--- src/rtl/l1_pkg.sv ---
// rtl/l1_pkg.sv - shared geometry and FSM encoding for the L1 line adapter
package l1_pkg;
   localparam int LINE_W   = 256;
   localparam int BURST_W  = 64;
   localparam int BEATS    = 4;
   localparam int OFFSET_W = 5;

   typedef enum logic [1:0] {
      IDLE  = 2'd0,
      READ  = 2'd1,
      WRITE = 2'd2,
      DONE  = 2'd3
   } state_t;
endpackage

--- src/rtl/l1_line_adapter.sv ---
// rtl/l1_line_adapter.sv - converts L1 line fill/writeback requests into 4-beat memory bursts
module l1_line_adapter
   import l1_pkg::*;
#(
   parameter int LINE_W  = l1_pkg::LINE_W,
   parameter int BURST_W = l1_pkg::BURST_W
) (
   input  logic               clk,
   input  logic               rst_n,
   input  logic [31:0]        address_i,
   input  logic               read_i,
   input  logic               write_i,
   input  logic [LINE_W-1:0]  line_i,
   output logic [LINE_W-1:0]  line_o,
   output logic               resp_o,
   output logic [31:0]        address_o,
   output logic               read_o,
   output logic               write_o,
   output logic [BURST_W-1:0] burst_o,
   input  logic [BURST_W-1:0] burst_i,
   input  logic               resp_i
);

   localparam int IDX_W = $clog2(LINE_W);

   state_t            state;
   state_t            next_state;
   logic [1:0]        beat;
   logic [LINE_W-1:0] buffer;
   logic [IDX_W-1:0]  base;
   logic              last_beat;
   logic              unused_offset;

   always_comb begin
      next_state    = state;
      read_o        = 1'b0;
      write_o       = 1'b0;
      resp_o        = 1'b0;
      burst_o       = '0;
      line_o        = buffer;
      base          = IDX_W'(beat) * IDX_W'(BURST_W);
      last_beat     = resp_i && (beat == 2'(BEATS - 1));
      // Byte offset within the line is dropped when the address is aligned.
      unused_offset = ^address_i[OFFSET_W-1:0];
      case (state)
         IDLE: begin
            if (write_i)
               next_state = WRITE;
            else if (read_i)
               next_state = READ;
         end
         READ: begin
            read_o = 1'b1;
            if (last_beat)
               next_state = DONE;
         end
         WRITE: begin
            write_o = 1'b1;
            burst_o = buffer[base +: BURST_W];
            if (last_beat)
               next_state = DONE;
         end
         DONE: begin
            resp_o     = 1'b1;
            next_state = IDLE;
         end
         default: next_state = IDLE;
      endcase
   end

   always_ff @(posedge clk or negedge rst_n) begin
      if (!rst_n) begin
         state     <= IDLE;
         beat      <= 2'd0;
         buffer    <= '0;
         address_o <= '0;
      end else begin
         state <= next_state;
         case (state)
            IDLE: begin
               if (write_i || read_i) begin
                  address_o <= {address_i[31:OFFSET_W], OFFSET_W'(0)};
                  beat      <= 2'd0;
                  if (write_i)
                     buffer <= line_i;
               end
            end
            READ: begin
               if (resp_i) begin
                  buffer[base +: BURST_W] <= burst_i;
                  beat                    <= beat + 2'd1;
               end
            end
            WRITE: begin
               if (resp_i)
                  beat <= beat + 2'd1;
            end
            default: ;
         endcase
      end
   end

endmodule

--- config.mk ---
export PLATFORM = sky130hd
export DESIGN_NAME = l1_line_adapter
export DESIGN_NICKNAME = d
export VERILOG_FILES = /design/src/rtl/l1_pkg.sv /design/src/rtl/l1_line_adapter.sv
export SDC_FILE = /design/constraint.sdc
export NUM_CORES = 1
export LEC_CHECK = 0
export CORE_AREA = 5 5 271 273
export CTS_BUF_LIST = sky130_fd_sc_hd__clkbuf_4
export DETAILED_ROUTE_END_ITERATION = 10
export DIE_AREA = 0 0 276 278
export GPL_TIMING_DRIVEN = 0
export SYNTH_ARGS = -nofsm -noshare
export SYNTH_HDL_FRONTEND = slang
export SYNTH_SLANG_ARGS = --single-unit
--- constraint.sdc ---
create_clock -name clk -period 5.3 [get_ports clk]
set_clock_uncertainty 0.15 [all_clocks]
set_input_delay 0.795 -clock clk [delete_from_list [all_inputs] [get_ports clk]]
set_output_delay 0.795 -clock clk [all_outputs]
set_load 0.005 [all_outputs]
# After elaboration in Yosys (flattened, before gate mapping)
# Index checks and enable logic that the tools add are counted.
[classes]
add_sub_neg = 2
n_eq_ne = 10
n_shift = 3
mux = 16
n_reduce_logical = 10
[op_table]
columns = ["op", "n"]
rows = [
  ["$mux 256", 3],
  ["$pmux 256 s2", 1],
  ["$bwmux 256", 1],
  ["$shift 64x10->256 const A", 1],
  ["$shiftx 256x9->64", 1],
  ["$shiftx 64x10->256", 1],
  ["$mux 64", 1],
  ["$mux 2", 5],
  ["$neg 8->10", 1],
  ["$eq 2x2->1 const B", 3],
  ["$ne 2x2->1 const B", 3],
  ["$pmux 2 s3", 1],
  ["$ne 2x1->1 const B", 2],
  ["$pmux 2 s2", 1],
  ["$reduce_and 2->1", 2],
  ["$reduce_and 4->1", 1],
  ["$reduce_bool 2->1", 2],
  ["$mux 1", 3],
  ["$ne 3x3->1 const B", 1],
  ["$reduce_and 3->1", 1],
  ["$add 2x1->2 const B", 1],
  ["$eq 2x1->1 const B", 1],
  ["$logic_not 2->1", 1],
  ["$reduce_or 2->1", 1],
  ["2 further kinds", 2],
]
[totals]
ff_bits = 287
out_inout_bits = 355
wordCells = 45

# Logic depth before layout (Yosys ltp)
[depth]
word_depth = 5
depth_mapped = 9

# Worst setup path after synthesis
# OpenSTA, ideal clock, no wires.
[synth_path]
path_kind = "reg2reg"
start = "reg beat[1]"
end = "reg buffer[114] (netlist: line_o[114])"
setup_time_ns = 0.125
arrival_time_ns = 2.398
required_ns = 5.025
slack_ns = 2.627
path_stages_with_launch = 10
path_cell_list = "dfrtp_1 buf_2 buf_1 inv_1 ha_1 and2_1 buf_2 clkbuf_1 a32o_1 mux2_4"
[synth_via]
elab_chain_len = 5
word_cells_on_any_way = 6
[synth_rtl]
columns = ["item", "line", "text"]
rows = [
  ["start: declaration", "l1_line_adapter.sv:28", "logic [1:0] beat;"],
  ["start signal: assignment", "l1_line_adapter.sv:91", "beat <= beat + 2'd1;"],
  ["start signal: assignment", "l1_line_adapter.sv:96", "beat <= beat + 2'd1;"],
  ["$neg 8->10 *", "l1_line_adapter.sv:90", "buffer[base +: BURST_W] <= burst_i;"],
  ["$shiftx 64x10->256 / $shift 64x10->256 (equally long branches)", "l1_line_adapter.sv:90", ""],
  ["$bwmux 256 *", "l1_line_adapter.sv:90", ""],
  ["$mux 256 *", "l1_line_adapter.sv:89", "if (resp_i) begin"],
  ["$pmux 256 s2 *", "l1_line_adapter.sv:79", "case (state)"],
  ["end signal: assignment", "l1_line_adapter.sv:85", "buffer <= line_i;"],
  ["end signal: indexed assignment", "l1_line_adapter.sv:90", ""],
  ["end: declaration", "l1_line_adapter.sv:29", "logic [LINE_W-1:0] buffer;"],
]
# Every way passes the cells marked *; elsewhere a longest branch is shown, timed or not. The select of a mux whose other input is x is not followed.
# A chain may end at the register's enable or synchronous reset.

# Worst setup path after layout
[layout_path]
start = "reg state[0]"
end = "out burst_o[43]"
[layout_via]
elab_chain_len = 2
[layout_rtl]
columns = ["item", "line", "text"]
rows = [
  ["start: declaration", "l1_line_adapter.sv:26", "state_t state;"],
  ["start signal: assignment", "l1_line_adapter.sv:78", "state <= next_state;"],
  ["$eq 2x2->1", "l1_line_adapter.sv:45", "case (state)"],
  ["$mux 64", "l1_line_adapter.sv:45", ""],
  ["end: declaration", "l1_line_adapter.sv:19", "output logic [BURST_W-1:0] burst_o,"],
]
# No other way between the ends.

==> metrics.cfg <==
[synth]
synth_area_leaders=dfrtp_1 41%, mux2_2 13%, mux4_2 8.3%, a32o_1 7.3%, mux2_4 6.5%
yosys_warnings=0
synth_top_area_share_pct=41.3
syn_area_um2=17400
synth.avg_cell_area_um2=12.9
synth_top_area_cell=dfrtp_1
synth-seq-cells=287
syn_inst=1347
synth_cell_types=33
seq_area_frac_synth_pct=41.3

[clock_network]
cts-root-buf=clkbuf_4
cts.sinks=287
clk_pin_slew_worst_paths_ns=0.06
clock_path_buffers=3
cts_tree=built
clk_latency_ns=0.81
htreeDepth=3
numCtsBuffers=87
post_cts_buffers=0

[worst_hold_path]
hp-start=address_o[18]$_DFFE_PN0P_
hp-class=reg2reg

[setup_path]
cpPeakStageDelay_ns=0.98
r2r-end=line_o[46]$_DFFE_PN0P_
worstSetupStartpoint=state[0]$_DFFE_PN0P_
r2r_start=beat[1]$_DFFE_PN0P_
r2r_cells=8
critPathBufInv=4
crit_type=reg2out
cp.required_ns=4.36
worst_setup_path_start_kind=flop
path_cells=inv_1 > ha_1 > buf_1 > clkbuf_1 > and2_1 > clkdlybuf4s50_1
cp_max_fo=10
cp-end-kind=output port
cp_top_family=buffers and inverters
r2r_slack_ns=0.54
slowest_stage=buf_1
path_depth=6
cp.arrival_ns=3.90
cp-endpoint=burst_o[43]

[floorplanning]
io_pins=712
dieArea_um2=76700
core_area_um2=70900
die_y_um=278
initial_core_util_pct=24.6
die_width_um=276
num_rows=98

[final_layout]
nets=2511
syn2layout_area_growth_pct=53.2
drive_above_1_share_pct=25.6
fin_util_pct=37.6
layout_commonest_cell=clkdlybuf4s50_1
layout_common_cells=700 x clkdlybuf4s50_1, 287 x dfrtp_1, 208 x mux2_2

[detailed_routing]
routed_wl_um=91600
wire_per_inst_um=29.1
firstDrtPassIters=5
drc=0
antenna_left=0
via_per_inst=5.09
drt_iter0_markers=952
vias=16006

[global_route]
grt_overflow=0
grtUsageMet1_pct=28.4
met3_usage_pct=6.02
grt_pass1_vias=17329
antenna_found_initial=19
grt.met2_usage_pct=38.7
grt_start_max_net_pins=111
gr-usage-all-layers_pct=22.7
grt_busiest_layer=met2
grt_pass1_wl_um=129000

[power]
p_leak_nw=11.2
powerDensity_nw_per_um2=643
irDropWorstVdd_mv=0.272

[sta]
finalCriticalPeriod_ns=4.84
max_freq_ghz=0.207
fin_ws_ns=0.459
grt_setup_unrepaired=false
hold_ws_ns=0.358
slew-limit-headroom_pct=10.5
setup_viol=0
drv_slew=0
hold_viol_final=0
tns_ns=0
fin_crit_sh_pct=91.3
tightest_slew_ns=1.34

[outcome]
status=finished clean

[placed_design]
pre_cts_slack_ns=0.505
hpwl_um=67900
io_buffers=701
gp_congestion=0.929

[run]
drv_cap=0

## timing repair
action                    CTS  global route
gates resized for setup     0             0
hold buffers                1             0
hold endpoints to repair   69             0
## cell type report
cell class	count	area (µm²)
multi-input cells	841	8990
flip-flops and latches	287	7180
diodes	8	20.0
well taps	950	1190
repair buffers	704	7090
plain buffers	151	976
inverters	72	270
clock buffers	113	848
clock inverters	21	96.3
fillers	7050	44200
## how the worst min path moves through the flow
stage                           endpoint  slack [ns]  cells past startpoint
6_report       address_o[18]$_DFFE_PN0P_        0.36                      1
2_1_floorplan  address_o[10]$_DFFE_PN0P_        0.35                      0
3_5_place_dp   address_o[10]$_DFFE_PN0P_        0.34                      1
4_1_cts          line_o[131]$_DFFE_PN0P_        0.27                      2
5_1_grt        address_o[30]$_DFFE_PN0P_        0.33                      2
3_3_place_gp   address_o[15]$_DFFE_PN0P_        0.34                      1
## routing by layer
layer  share of wire [%]  vias up
li1                    -     6810
met1                  41     8215
met2                  49      811
met3                 7.6      164
met4                 2.8        6
met5               0.044        -
## flip-flops by register name, indices dropped and copies added, names as in the netlist
signal	cells
line_o	256
beat	2
address_o	27
state	2
## cells in the mapped netlist
cell type    n
buf_1        2
and2b_1      3
a21oi_4      4
inv_2        1
mux2_4      75
mux2_1       1
o21ai_2      1
dfrtp_1    287
o41ai_1     64
inv_1       71
o21ai_0      1
a32oi_1      1
and3b_4      1
buf_6       42
nor2_1       1
and2_1      65
ha_1        10
mux4_2      64
clkbuf_1    64
buf_4       10
conb_1       1
nor2b_1     64
mux2i_4      1
a22oi_1      1
a221oi_1     1
nand2b_1    66
buf_2       32
buf_12       1
nand2_1     10
a41o_1      64
mux2i_1      3
a32o_1     127
mux2_2     208
## power by group
group | switching, mW | internal [mW] | total, mW
Clock | 1.05 | 0.976 | 2.03
Combinational | 4.79 | 5.91 | 10.7
Sequential | 1.10 | 3.31 | 4.42
## worst reg2reg max path, stage by stage, from the launching register on
cell and delay, ns:
dfrtp_1 0.41, buf_2 0.45, buf_1 0.85, inv_1 0.28, ha_1 0.42, clkbuf_1 0.88
clkbuf_1 0.56, o41ai_1 0.29, mux2_2 0.32
## metrics by stage
| stage | power, mW | instances | cell area (µm²) |
|---|---|---|---|
| floorplan | 9.62 | 1351 | 17400 |
| global placement | 15.0 | 3002 | 25600 |
| detailed placement | 15.2 | 3004 | 25700 |
| CTS | 17.3 | 3139 | 26600 |
| global route | 18.0 | 3143 | 26600 |
| finish | 17.1 | 3147 | 26700 |
## cell families (layout without fill, tap and decap cells)
kind of cell / count (synthesis) / in the layout / synth area share (%)
compound gates: 264 / 264 / 14.8
fa+ha+maj: 10 / 10 / 0.719
buf+inv: 223 / 1061 / 7.16
flops: 287 / 287 / 41.3
mux: 352 / 352 / 28.6
other cells: 1 / 13 / 0.0215
simple gates: 210 / 210 / 7.45
No activity file was read; power rests on OpenSTA's default activity.
